[config.mk]
export PLATFORM = sky130hd
export DESIGN_NAME = mark1_core
export DESIGN_NICKNAME = d
export VERILOG_FILES = /design/src/rtl/mark1_pkg.sv /design/src/rtl/mark1_alu.sv /design/src/rtl/mark1_core.sv
export SDC_FILE = /design/constraint.sdc
export NUM_CORES = 1
export LEC_CHECK = 0
export ABC_AREA = 1
export BUFFER_PORTS_ARGS = -buffer_cell sky130_fd_sc_hd__buf_2
export CORE_ASPECT_RATIO = 1.25
export CORE_MARGIN = 3
export CORE_UTILIZATION = 28
export DETAILED_ROUTE_END_ITERATION = 7
export PLACE_DENSITY = 0.55
export SLEW_MARGIN = 20
export SYNTH_ARGS = -nofsm -noshare
export SYNTH_HDL_FRONTEND = slang
export SYNTH_HIERARCHICAL = 1
export SYNTH_SLANG_ARGS = --single-unit
export TNS_END_PERCENT = 1
[constraint.sdc]
create_clock -name w_CLK -period 3 [get_ports w_CLK]
set_clock_uncertainty 0.1 [all_clocks]
set_input_delay 0.6 -clock w_CLK [delete_from_list [all_inputs] [get_ports w_CLK]]
set_output_delay 0.6 -clock w_CLK [all_outputs]
set_load 0.1 [all_outputs]
[src/rtl/mark1_pkg.sv]
// mark1_pkg: shared definitions for the Mark 1 sequencer core.
// Holds the function-field opcode codes, the FSM state encoding shown on the
// oscilloscope bus, instruction field-offset helpers and the memory-op classifier.
package mark1_pkg;

    localparam int unsigned OPC_BITS = 6;

    localparam logic [OPC_BITS-1:0] OP_NOP = 6'b000000;
    localparam logic [OPC_BITS-1:0] OP_CMP = 6'b000101;
    localparam logic [OPC_BITS-1:0] OP_JMP = 6'b001101;
    localparam logic [OPC_BITS-1:0] OP_STA = 6'b010100;
    localparam logic [OPC_BITS-1:0] OP_LDA = 6'b100000;
    localparam logic [OPC_BITS-1:0] OP_Z   = 6'b100100;
    localparam logic [OPC_BITS-1:0] OP_ADD = 6'b101100;
    localparam logic [OPC_BITS-1:0] OP_SUB = 6'b100110;
    localparam logic [OPC_BITS-1:0] OP_NEG = 6'b110110;
    localparam logic [OPC_BITS-1:0] OP_SHR = 6'b111110;
    localparam logic [OPC_BITS-1:0] OP_LDB = 6'b011100;
    localparam logic [OPC_BITS-1:0] OP_HLT = 6'b111111;

    typedef enum logic [2:0] {
        ST_STOPPED = 3'd0,
        ST_INC     = 3'd1,
        ST_FETCH   = 3'd2,
        ST_DECODE  = 3'd3,
        ST_MEM     = 3'd4,
        ST_EXEC    = 3'd5
    } state_e;

    // LSB of the function field, which occupies the top bits of the word.
    function automatic int unsigned fn_lsb(int unsigned wl, int unsigned fb);
        return wl - fb;
    endfunction

    // LSB of the B-line select field, directly above the address field.
    function automatic int unsigned sel_lsb(int unsigned iab);
        return iab;
    endfunction

    function automatic logic is_mem_op(logic [OPC_BITS-1:0] op);
        case (op)
            OP_JMP, OP_STA, OP_LDA, OP_ADD,
            OP_SUB, OP_NEG, OP_SHR, OP_LDB: return 1'b1;
            default:                        return 1'b0;
        endcase
    endfunction

endpackage

[src/rtl/mark1_alu.sv]
// mark1_alu: combinational accumulator update for the EXEC state.
// Ports: op_i   function code
//        a_i    current accumulator
//        s_i    store operand latched in MEM
//        a_o    next accumulator value (WL-bit wrap, no overflow flag)
//        skip_o CMP skip request (A negative)
module mark1_alu
    import mark1_pkg::*;
#(
    parameter int unsigned WL = 20
) (
    input  logic [OPC_BITS-1:0] op_i,
    input  logic [WL-1:0]       a_i,
    input  logic [WL-1:0]       s_i,
    output logic [WL-1:0]       a_o,
    output logic                skip_o
);

    always_comb begin
        a_o    = a_i;
        skip_o = 1'b0;
        case (op_i)
            OP_NOP: ;
            OP_CMP: skip_o = a_i[WL-1];
            OP_LDA: a_o = s_i;
            OP_Z:   a_o = '0;
            OP_ADD: a_o = a_i + s_i;
            OP_SUB: a_o = a_i - s_i;
            OP_NEG: a_o = '0 - s_i;
            OP_SHR: a_o = $signed(s_i) >>> 1;
            default: ;
        endcase
    end

endmodule

[src/rtl/mark1_core.sv]
// mark1_core: fetch/decode/execute sequencer with accumulator, CI and B-lines,
// talking to the main store over a req/ack handshake.
// Ports: w_CLK/w_RST clock, synchronous active-high reset
//        w_PS start pulse, w_KSP stop request, w_KCC clear A (STOPPED only)
//        w_STEP single-step pulse (present only with MARK1_CORE_STEP_EN)
//        b_MS_ADDR/w_MS_REQ/w_MS_WE/b_MS_WDATA store request side (registered)
//        b_MS_RDATA/w_MS_ACK store response side
//        w_SL stop lamp, b_CI control register, b_A accumulator, b_STATE state code
// Build option: define MARK1_CORE_STEP_EN for single-step operation.
module mark1_core
    import mark1_pkg::*;
#(
    parameter int unsigned WORD_LENGTH         = 20,
    parameter int unsigned INSTR_ADDR_BITS     = 10,
    parameter int unsigned INSTR_B_BITS        = 1,
    parameter int unsigned INSTR_FUNCTION_BITS = 6
) (
    input  logic                       w_CLK,
    input  logic                       w_RST,
    input  logic                       w_PS,
    input  logic                       w_KSP,
    input  logic                       w_KCC,
`ifdef MARK1_CORE_STEP_EN
    input  logic                       w_STEP,
`endif
    output logic [INSTR_ADDR_BITS-1:0] b_MS_ADDR,
    output logic                       w_MS_REQ,
    output logic                       w_MS_WE,
    output logic [WORD_LENGTH-1:0]     b_MS_WDATA,
    input  logic [WORD_LENGTH-1:0]     b_MS_RDATA,
    input  logic                       w_MS_ACK,
    output logic                       w_SL,
    output logic [INSTR_ADDR_BITS-1:0] b_CI,
    output logic [WORD_LENGTH-1:0]     b_A,
    output logic [2:0]                 b_STATE
);

    localparam int unsigned IAB    = INSTR_ADDR_BITS;
    localparam int unsigned IBB    = INSTR_B_BITS;
    localparam int unsigned WL     = WORD_LENGTH;
    localparam int unsigned N_B    = 2 ** IBB;
    localparam int unsigned FN_LSB = fn_lsb(WL, INSTR_FUNCTION_BITS);
    localparam int unsigned SEL_LSB = sel_lsb(IAB);
    localparam logic [IAB-1:0] CI_ONE = IAB'(1);

    state_e          state_q;
    logic [IAB-1:0]  ci_q;
    logic [WL-1:0]   a_q;
    logic [WL-1:0]   ir_q;
    logic [WL-1:0]   s_q;
    logic [IAB-1:0]  b_q [N_B];
    logic            req_q;
    logic            we_q;
    logic [IAB-1:0]  addr_q;
    logic [WL-1:0]   wdata_q;
    logic            sl_q;
    logic            stop_q;
`ifdef MARK1_CORE_STEP_EN
    logic            step_q;
`endif

    logic [OPC_BITS-1:0] op;
    logic [IBB-1:0]      sel;
    logic [IAB-1:0]      b_rd;
    logic [IAB-1:0]      ea_d;
    logic [IAB-1:0]      ci_inc;
    logic [WL-1:0]       alu_a;
    logic                alu_skip;
    logic                unused_ir;

    assign op        = ir_q[FN_LSB +: OPC_BITS];
    assign sel       = ir_q[SEL_LSB +: IBB];
    // B[0] is the hardwired zero line.
    assign b_rd      = (sel == '0) ? '0 : b_q[sel];
    assign ea_d      = ir_q[IAB-1:0] + b_rd;
    assign ci_inc    = ci_q + CI_ONE;
    assign unused_ir = ^ir_q;

    mark1_alu #(.WL(WL)) u_alu (
        .op_i   (op),
        .a_i    (a_q),
        .s_i    (s_q),
        .a_o    (alu_a),
        .skip_o (alu_skip)
    );

    always_ff @(posedge w_CLK) begin
        if (w_RST) begin
            state_q <= ST_STOPPED;
            ci_q    <= '0;
            a_q     <= '0;
            ir_q    <= '0;
            s_q     <= '0;
            req_q   <= 1'b0;
            we_q    <= 1'b0;
            addr_q  <= '0;
            wdata_q <= '0;
            sl_q    <= 1'b1;
            stop_q  <= 1'b0;
            for (int unsigned i = 0; i < N_B; i++) b_q[i] <= '0;
`ifdef MARK1_CORE_STEP_EN
            step_q  <= 1'b0;
`endif
        end else begin
            // Stop requests are remembered in any running state; STOPPED and
            // the end of EXEC override this below.
            if (state_q != ST_STOPPED && w_KSP) stop_q <= 1'b1;

            case (state_q)
                ST_STOPPED: begin
                    stop_q <= 1'b0;
                    if (w_KCC) a_q <= '0;
                    if (w_PS && !w_KSP) begin
                        state_q <= ST_INC;
                        sl_q    <= 1'b0;
`ifdef MARK1_CORE_STEP_EN
                        step_q  <= 1'b0;
                    end else if (w_STEP && !w_KSP) begin
                        state_q <= ST_INC;
                        sl_q    <= 1'b0;
                        step_q  <= 1'b1;
`endif
                    end
                end
                ST_INC: begin
                    // Request is raised together with the FETCH state so a
                    // zero-wait store can acknowledge in the FETCH cycle.
                    ci_q    <= ci_inc;
                    addr_q  <= ci_inc;
                    req_q   <= 1'b1;
                    we_q    <= 1'b0;
                    state_q <= ST_FETCH;
                end
                ST_FETCH: begin
                    if (w_MS_ACK) begin
                        ir_q    <= b_MS_RDATA;
                        req_q   <= 1'b0;
                        state_q <= ST_DECODE;
                    end
                end
                ST_DECODE: begin
                    if (is_mem_op(op)) begin
                        addr_q  <= (op == OP_LDB) ? ir_q[IAB-1:0] : ea_d;
                        we_q    <= (op == OP_STA);
                        wdata_q <= a_q;
                        req_q   <= 1'b1;
                        state_q <= ST_MEM;
                    end else begin
                        state_q <= ST_EXEC;
                    end
                end
                ST_MEM: begin
                    if (w_MS_ACK) begin
                        s_q     <= b_MS_RDATA;
                        req_q   <= 1'b0;
                        we_q    <= 1'b0;
                        state_q <= ST_EXEC;
                    end
                end
                ST_EXEC: begin
                    a_q <= alu_a;
                    if (op == OP_JMP)  ci_q <= s_q[IAB-1:0];
                    else if (alu_skip) ci_q <= ci_inc;
                    if (op == OP_LDB && sel != '0) b_q[sel] <= s_q[IAB-1:0];
                    if (op == OP_HLT || stop_q || w_KSP) begin
                        state_q <= ST_STOPPED;
                        sl_q    <= 1'b1;
                        stop_q  <= 1'b0;
`ifdef MARK1_CORE_STEP_EN
                        step_q  <= 1'b0;
                    end else if (step_q) begin
                        // Single-step pause: parked in STOPPED with the lamp off.
                        state_q <= ST_STOPPED;
`endif
                    end else begin
                        state_q <= ST_INC;
                    end
                end
                default: state_q <= ST_STOPPED;
            endcase
        end
    end

    assign b_MS_ADDR  = addr_q;
    assign w_MS_REQ   = req_q;
    assign w_MS_WE    = we_q;
    assign b_MS_WDATA = wdata_q;
    assign w_SL       = sl_q;
    assign b_CI       = ci_q;
    assign b_A        = a_q;
    assign b_STATE    = state_q;

endmodule
* After elaboration in Yosys (flattened, before gate mapping)
Memory sizes are Yosys's and may differ from the RTL's. A register that Yosys moved wholly into a read port is not among the register bits.
Cells that the tools add are included.
** Word-level totals
- Bits in registers :: 107
- Memory bits (writable) :: 20
- Output and inout bits :: 66
- Word-level logic and storage cells :: 110
- Memories kept :: 1
** Operators by class
- Add/subtract/negate cells :: 5
- Eq/ne operators :: 25
- Muxes and demuxes :: 42
- Reduce and logical (&&, ||, !) cells :: 26
** Memory list
- b_q :: depth 2, bits a word 10, read ports 1, clocked after Yosys merged registers in 1, write ports 2, RTL line mark1_core.sv:51 : logic [IAB-1:0] b_q [N_B];
** Operators by type and width (count)
- 20-bit case mux with 6 select lines :: 1
- 10-bit 2-to-1 mux :: 6
- 6-bit equality test (second input constant) :: 7
- 10-bit case mux with 2 select lines :: 2
- 20-bit case mux with 2 select lines :: 1
- 1-bit 2-to-1 mux :: 23
- 20-bit adder :: 1
- 20-bit 2-to-1 mux :: 1
- 1-bit by 20-bit subtractor with 20-bit output (first input constant) :: 1
- 20-bit subtractor :: 1
- 3-bit case mux with 6 select lines :: 1
- 3-bit AND reduction :: 5
- 6-bit by 5-bit equality test with 1-bit output (second input constant) :: 2
- 2-bit != test (second input constant) :: 6
- 10-bit by 1-bit adder with 10-bit output (second input constant) :: 1
- 10-bit adder :: 1
- 2-bit AND reduction :: 5
- 10-bit OR reduction :: 1
- 3-bit 2-to-1 mux :: 3
- 3-bit nonzero test :: 3
- 8-bit OR reduction :: 1
- 7-bit by 1-bit != test with 1-bit output (second input constant) :: 1
- 3-bit by 2-bit equality test with 1-bit output (second input constant) :: 2
- 3-bit equality test (second input constant) :: 2
- 13 further kinds :: 20

* Logic depth before layout (Yosys ltp)
Gate-level depths: netlist of the first run.
- Depth in word-level cells :: 8
- Depth in mapped cells :: 23
- Gate-level depth less buffers :: 21

* Modules after synthesis
The synthesis of the first run kept the hierarchy.
** By module, submodules not included
- mark1_core :: instances 1, cells each 750, area an instance 5705.5 sq um
- mark1_alu :: instances 1, cells each 674, area an instance 3344.5 sq um

* Worst setup path after synthesis of the first run
Ideal clock, no wire load.
- Path type :: flip-flop to flip-flop
- From :: register ir_q[16]
- To :: register a_q[8], in the netlist b_A[8]
- Setup time :: 70 ps
- Data arrival time :: 2644 ps
- Required time :: 2830 ps
- Setup slack :: 186 ps
- Stages on the path, launching flop included :: 21
- Buffers on the path :: 2
- Clock period less this slack :: 2814 ps
- Cells stage by stage :: dfxtp_1 -> inv_2 -> nor2_4 -> nand3_1 -> buf_2 -> buf_1 -> nand2_1 -> ha_1 -> inv_1 -> fa_1 -> nand3_1 -> nand3_1 -> nand2_1 -> o211ai_1 -> nand2_1 -> nand3_1 -> nand3_1 -> o21ai_0 -> inv_1 -> nand2_1 -> a21oi_1
** Between the ends
- Longest elaborated chain between the ends :: 3
- Elaborated cells between the ends (all ways) :: 10
- Classes of those cells :: eq/ne: 7; mux: 2; reduce/logical: 1
** Ends and longest elaborated chain
- start, declared :: RTL line mark1_core.sv:49 : logic [WL-1:0] ir_q;
- start signal, assigned :: RTL line mark1_core.sv:136 : ir_q <= b_MS_RDATA;
- 6-bit equality test :: RTL line mark1_alu.sv:22 : case (op_i)
- 20-bit case mux with 6 select lines (*) :: RTL line mark1_alu.sv:22
- net alu_a[8] :: RTL line mark1_core.sv:67 : logic [WL-1:0] alu_a;
- 20-bit case mux with 2 select lines (*) :: RTL line mark1_core.sv:109 : case (state_q)
- end signal, assigned :: RTL line mark1_core.sv:161 : a_q <= alu_a;
- end, declared :: RTL line mark1_core.sv:48 : logic [WL-1:0] a_q;
Mark *: on every way through the listed nets, which the timed path passes. The rest lies on a longest branch.
A chain may end at the register's enable or synchronous reset.

* Worst setup path after layout of the first run
- From :: register ir_q[15]
- To :: register a_q[9], in the netlist b_A[9]
Same word-level chain as after synthesis.

==> results of run 1 <==
-- worst max-delay path: cells and delay by family (launching register included) --
kind | cells | cell delay [ns]
fa+ha+maj | 1 | 0.33
simple gates | 8 | 0.90
flops | 1 | 0.33
compound gates | 3 | 0.55
buf+inv | 5 | 0.43
-- worst max-delay path by stage --
| stage | startpoint | to | slack (ns) | depth (start not counted) |
|---|---|---|---|---|
| after floorplan | ir_q[16] | b_A[8] | 0.19 | 20 |
| after global placement | ir_q[15] | b_A[9] | -0.07 | 17 |
| after detailed placement | ir_q[15] | b_A[9] | -0.1 | 17 |
| after CTS | ir_q[15] | b_A[9] | 0.03 | 17 |
| after global routing | ir_q[15] | b_A[19] | -0.02 | 18 |
| final | ir_q[15] | b_A[9] | 0.19 | 17 |
-- power by group through the flow --
stage,Clock (uW),Combinational (uW),Sequential [uW]
after floorplan,0,480,2180
after global placement,0,1030,1900
after detailed placement,0,1030,1900
after CTS,2240,1030,1860
after global routing,2310,1130,1870
final,2200,1040,1860
-- timing repair --
item,in CTS,in global routing
pin swaps,0,1
gates resized for setup,1,15
endpoints found under the setup margin,2,12
buffers inserted,0,1
-- kinds of logic after synthesis --
family	count (synthesis)	share of synthesized area
buffers and inverters	245	0.109
and+or+nand+nor	742	0.358
other	1	0.000414
adders and majority gates	52	0.0744
xor gates and xnor gates	10	0.00968
DFF	125	0.299
AOI/OAI and AO/OA	249	0.149
-- area by class of cell --
class / count / area share
clock buffer: 19 / 0.0441
sequential: 125 / 0.251
tap: 412 / 0.0478
timing repair buffer: 128 / 0.0684
multi-input combinational: 1063 / 0.506
inverter: 197 / 0.0688
clock inverter: 13 / 0.0140
antenna: 1 / 0.000232
-- synthesized netlist by cell type (all sizes together) (2+ instances only) --
library cell  count
nand3b           14
o221ai            2
inv             195
nor3             13
o211ai            6
nor2            152
xnor2             5
o21bai            3
nand4            22
edfxtp           20
o21ai            92
fa                3
a21oi           121
xor2              5
dfxtp           105
o2111ai           3
ha               49
a31oi             4
nand2           378
nor4              3
o22ai            12
or2              11
buf              26
nand3           148
clkinv            2
clkbuf           22
-- state kept, by name, summed over array words and instances, names as in the netlist, named ones only --
signal      cells
b_A            20
b_MS_WDATA     20
b_q            20
s_q            20
ir_q           17
b_CI           10
b_MS_ADDR      10
b_STATE         3
stop_q          1
w_MS_REQ        1
w_MS_WE         1
w_SL            1
-- through the flow --
step,instances,TNS (ns),util
after floorplan,1433,0,-
after global placement,1924,-0.101,0.316
after detailed placement,1924,-0.134,0.316
after CTS,1956,0,0.336
after global routing,1958,-0.0471,0.338
final,1958,0,0.338
-- layer usage --
layer  global-route usage  up-vias  part of all wire
met3               0.0239       79             0.037
met5                    0        -                 0
met2                0.347      264              0.50
met4               0.0831        0             0.046
met1                0.228     4553              0.41
li1                     -     4877                 -
==> flow_summary_export.csv, run 1 <==
group,metric,value,unit
floorplanning,die_area,34500,um^2
finish,nets,1610,
power,p_sw_frac,0.339,
run_status,status,"finished, final reports clean",
sta,slew_viol_final,0,
placed_design,dp_hpwl,26.3,mm
clocking,cts_htree_levels,4,
synth,syn-cell-area,9050,um^2
flow_run,maxCapViolCount,0,
finish,multi_input_area,5450,um^2
power,power.density,473,nW/um^2
critical_path,rr_worst_depth,17,
synth,synth.top_cell.area_share,0.232,
clocking,cts_hold_buf,0,
sta,setup_viol,0,
placed_design,placed_area,10100,um^2
critical_path,reg2reg_to,"b_A[9]",
power,p_comb_frac,0.203,
synth,ys_ff_latch,125,
hold_path,whs_path_depth,3,
sta,finalHoldViolations,0,
floorplanning,die_h,207,um
routing,first_pass_iters,8,
routing,ant_nets,0,
global_routing,grt_pass1_vias,9511,
global_routing,grt_pass1_wl,52.6,mm
critical_path,cp_max_fo,15,
clocking,tritoncts,"done",
placed_design,routabilityCongestion,0.894,
floorplanning,io_pins,92,
synth,ys_top_cells_by_area,"dfxtp_1, nand2_1, nand3_1",
synth,synth_area_per_cell,6.36,um^2
global_routing,grt_max_degree,63,
power,intPower,3370,uW
routing,drc_errors,0,
clocking,cts_buffer_depth,2,
placed_design,place_ws,-0.0987,ns
finish,drive_gt1_frac,0.140,
critical_path,r2r_slack,0.19,ns
routing,routed_via_density,4.99,
synth,yosysTopAreaCell,"dfxtp_1",
power,leakage,0.00531,uW
routing,wl,33.6,mm
critical_path,r2r-start,"ir_q[15]",
clocking,cts_sinks,125,
sta,holdWs,0.350,ns
sta,max_freq,355,MHz
hold_path,hp-start,"b_MS_RDATA[13]",
critical_path,cp.arrival,2.99,ns
floorplanning,dieWidth,167,um
critical_path,crit_path_frequent_cell,"inv_1",
floorplanning,num_rows,73,
power,power,5100,uW
finish,area_delta_synth_final,19.1,%
synth,synthArstFlopShare,0,
critical_path,startpoint_type,"flop",
floorplanning,start_util,0.284,
global_routing,antenna_found_initial,1,
finish,final_common_cell,"nand2_1",
critical_path,end_kind,"flop",
routing,drt_iter0_drc,660,
synth,yosys_warnings,6,
global_routing,overflow,0,
clocking,clk_latency,0.43,ns
sta,slew_headroom,0.471,
power,ir_drop,0.000302,V
routing,dr_total_vias,9773,
global_routing,grt_usage,0.192,
sta,worst_pin_slew,0.793,ns
power,switchingPower,1730,uW
floorplanning,core,31900,um^2
finish,most-common-layout-cells,"nand2_1, inv_1, nor2_1, nand3_1, a21oi_1",
clocking,clk_pin_slew,0.07,ns
hold_path,holdPathEnd,"s_q[13]",
power,p_clk_frac,0.432,
sta,min_period,2.81,ns
synth,synthDistinctLibCells,51,
sta,period_share,0.938,
finish,n_fill_cell,3523,
finish,design_area,10800,um^2
hold_path,hold_class,"input port to flop",
power,seq_power_share,0.365,
critical_path,cp_data_required_time,3.17,ns
synth,syn_inst,1424,
synth,synth_edf_count,20,
placed_design,portBuffers,91,
routing,avgRoutedWirePerCell,17.1,um
synth,ys_seq_area_frac,0.299,
critical_path,critPathKind,"flop to flop",
sta,fin_ws,0.186,ns
critical_path,cp_cell_sequence,"inv_1, nor2_2, nand3_2, buf_6, nand2_1, inv_1, ha_1, nand2_2, inv_1, a21oi_4, nand3_2, o21ai_0, nand3_1, nand2_1, inv_1, nand2_1, a21oi_1",
clocking,cts_buffers,17,
critical_path,slowest_stage,"dfxtp_1",
clocking,root_buffer,"clkbuf_16",
synth,ys.flop_type,"dfxtp_1",
finish,seqCellArea,2700,um^2
critical_path,slowest_delay,0.33,ns
No activity file was read; power rests on OpenSTA's default activity.
==> inputs of run 2 (changes only) <==
--- a/config.mk
+++ b/config.mk
@@ -15,6 +15,5 @@
 export SLEW_MARGIN = 20
 export SYNTH_ARGS = -nofsm -noshare
 export SYNTH_HDL_FRONTEND = slang
-export SYNTH_HIERARCHICAL = 1
 export SYNTH_SLANG_ARGS = --single-unit
 export TNS_END_PERCENT = 1
==> constraint.sdc (replaced) <==
create_clock -name w_CLK -period 3.37 [get_ports w_CLK]
set_clock_uncertainty 0.1 [all_clocks]
set_input_delay 0.674 -clock w_CLK [delete_from_list [all_inputs] [get_ports w_CLK]]
set_output_delay 0.674 -clock w_CLK [all_outputs]
set_load 0.1 [all_outputs]
==> run 2 against run 1 <==
Effect of this change: via count decreased by 9.2%; clock power is 22% lower; die area decreased by 4.8%; sequential power decreased by 5%; total power grew 17%; fmax down 8.1%; first-iteration DRC count is 24% higher; design area decreased by 6.5%; non-clock buffer count decreased by 21; hold slack better by 0.016 ns; final cell count decreased by 6.8%; sequential cell count unchanged; critical endpoint is now b_A[7].
==> flow_summary_export.csv, run 2 <==
group,metric,value,unit
run_status,status,"finished, final reports clean",
placed_design,place_ws,0.276,ns
global_routing,grt_pass1_wl,48.0,mm
synth,ys_top_cells_by_area,"dfxtp_1, nand2_1, a21oi_1",
routing,dr_total_vias,8878,
finish,most-common-layout-cells,"nand2_1, inv_1, nor2_1, a21oi_1, o21ai_0",
critical_path,slowest_stage,"dfxtp_1",
routing,dr_wl_met2,15.7,mm
sta,fin_ws,0.308,ns
sta,period_share,0.909,
synth,yosys_warnings,0,
synth,ys_seq_area_frac,0.314,
routing,wl,30.9,mm
synth,ys_ff_latch,125,
critical_path,cp_max_fo,7,
hold_path,whs_path_depth,2,
critical_path,cp_cell_sequence,"inv_2, nor2_2, nand3_1, clkinvlp_4, buf_4, nor2_1, ha_1, nand2_1, nand3_1, nand2_1, nand2_1, o21ai_0, nand3_1, o21ai_0, a21oi_2",
critical_path,r2r_slack,0.31,ns
synth,synth_commonest_cells,"nand2_1, inv_1, nor2_1",
synth,synth.top_cell.area_share,0.244,
finish,fin_util,0.334,
hold_path,hold_class,"flop to flop",
sta,worst_pin_slew,0.694,ns
global_routing,grt_max_degree,83,
synth,synthDistinctLibCells,44,
clocking,clk_latency,0.43,ns
finish,diodes,0,
sta,slew_headroom,0.536,
floorplanning,num_rows,71,
critical_path,cp_top_family,"simple AND/OR/NAND/NOR gates",
synth,syn-cell-area,8600,um^2
routing,avgRoutedWirePerCell,16.9,um
finish,area_delta_synth_final,17.2,%
critical_path,critPathKind,"flop to flop",
synth,synth_area_per_cell,6.52,um^2
clocking,tritoncts,"done",
placed_design,portBuffers,91,
sta,setup_viol,0,
clocking,clk_pin_slew,0.07,ns
synth,ys.flop_type,"dfxtp_1",
power,ir_drop,0.000341,V
clocking,root_buffer,"clkbuf_16",
global_routing,grt_pass1_vias,8559,
synth,syn_inst,1318,
floorplanning,start_util,0.285,
clocking,cts_htree_levels,4,
routing,met1Wirelength,13.2,mm
synth,yosysTopAreaCell,"dfxtp_1",
routing,first_pass_iters,5,
critical_path,cp_data_required_time,3.59,ns
synth,synth_edf_count,20,
clocking,cts_buffer_depth,2,
finish,drive_gt1_frac,0.125,
sta,max_freq,327,MHz
power,power.density,593,nW/um^2
clocking,cts_sinks,125,
synth,yosys.cell_count.top_type,"nand2_1",
sta,holdWs,0.366,ns
critical_path,slowest_delay,0.38,ns
routing,routed_via_density,4.87,
critical_path,r2r-start,"ir_q[16]",
placed_design,dp_hpwl,24.0,mm
routing,ant_nets,0,
sta,fin_setup_tns,0,ns
critical_path,reg2reg_to,"b_A[7]",
placed_design,routabilityCongestion,0.919,
hold_path,holdPathEnd,"w_MS_WE",
floorplanning,io_pins,92,
finish,final_common_cell,"nand2_1",
global_routing,antenna_found_initial,0,
floorplanning,die_h,202,um
clocking,cts_buffers,17,
floorplanning,core,30200,um^2
sta,min_period,3.06,ns
sta,slew_viol_final,0,
critical_path,path_buf_inv,3,
critical_path,startpoint_type,"flop",
floorplanning,dieWidth,163,um
routing,drc_errors,0,
synth,synthArstFlopShare,0,
hold_path,hp-start,"w_MS_WE",
critical_path,cp.arrival,3.28,ns
routing,wl_met3,1.21,mm
sta,rsz0062_at_grt,"no",
critical_path,end_kind,"flop",
sta,finalHoldViolations,0,
routing,drt_iter0_drc,821,
global_routing,overflow,0,
floorplanning,die_area,32900,um^2
critical_path,rr_worst_depth,15,
routing,highest_layer,"met4",
power,leakage,0.00471,uW
global_routing,grt_usage,0.187,
finish,nets,1489,
flow_run,maxCapViolCount,0,
run 2: cell count changes after synthesis, sizes merged, moves of 15 or more:
cell	change
nand2	-94
nand3	-59
o21ai	+52
a21oi	+34
inv	-23
buf	-15
run 2: where the power goes:
part / switching, uW / total (uW) / leakage, uW / internal [uW]
clock: 772 / 1720 / 0.000256 / 947
sequential: 125 / 1770 / 0.00105 / 1650
combinational: 1860 / 2490 / 0.00340 / 626
total: 2760 / 5980 / 0.00471 / 3220
run 2: area by class of cell:
class | count | area [um^2]
clock buffer | 17 | 425
fill | 3398 | 20100
timing repair buffer | 107 | 601
tap | 401 | 502
clock inverter | 15 | 115
inverter | 174 | 657
sequential | 125 | 2700
multi-input combinational | 985 | 5070
run 2: worst max-delay path by stage:
| stage | depth (start not counted) | endpoint | startpoint | slack, ns |
|---|---|---|---|---|
| 6_report | 15 | b_A[7] | ir_q[16] | 0.31 |
| 5_1_grt | 15 | b_A[8] | ir_q[16] | 0.03 |
| 4_1_cts | 18 | b_A[15] | ir_q[16] | 0.26 |
| 3_3_place_gp | 18 | b_A[18] | ir_q[16] | 0.33 |
| 2_1_floorplan | 12 | b_A[6] | b_A[5] | 0.68 |
| 3_5_place_dp | 17 | b_A[15] | ir_q[16] | 0.28 |
run 2: repair_timing:
item | in CTS | in global routing
setup buffers | 0 | 1
endpoints found under the setup margin | 0 | 3
hold buffers | 0 | 0
gates resized for setup | 0 | 1
run 2: layer usage:
layer,up-vias,global-route usage
met2,222,0.342
met4,0,0.0538
met3,44,0.0281
li1,4525,-
met5,-,0
met1,4087,0.224
run 2: logic make-up after synthesis:
kind of cell | Yosys count | synth area share
xor+xnor | 15 | 0.0153
simple gates | 584 | 0.291
fa+ha+maj | 53 | 0.0797
compound gates | 323 | 0.199
buf+inv | 217 | 0.0997
other cells | 1 | 0.000436
flops | 125 | 0.314
run 2: worst min-delay path, stage by stage, from the launching register on:
cell and delay (ns):
dfxtp_1 0.31, nand2_1 0.06, a21oi_1 0.05
run 2: per-stage QoR:
stage	total power, uW	cells	instance area (um^2)
floorplan	3720	1327	8630
global placement	4270	1791	9520
detailed placement	4270	1791	9520
CTS	6020	1823	10100
global route	6340	1824	10100
finish	5980	1824	10100
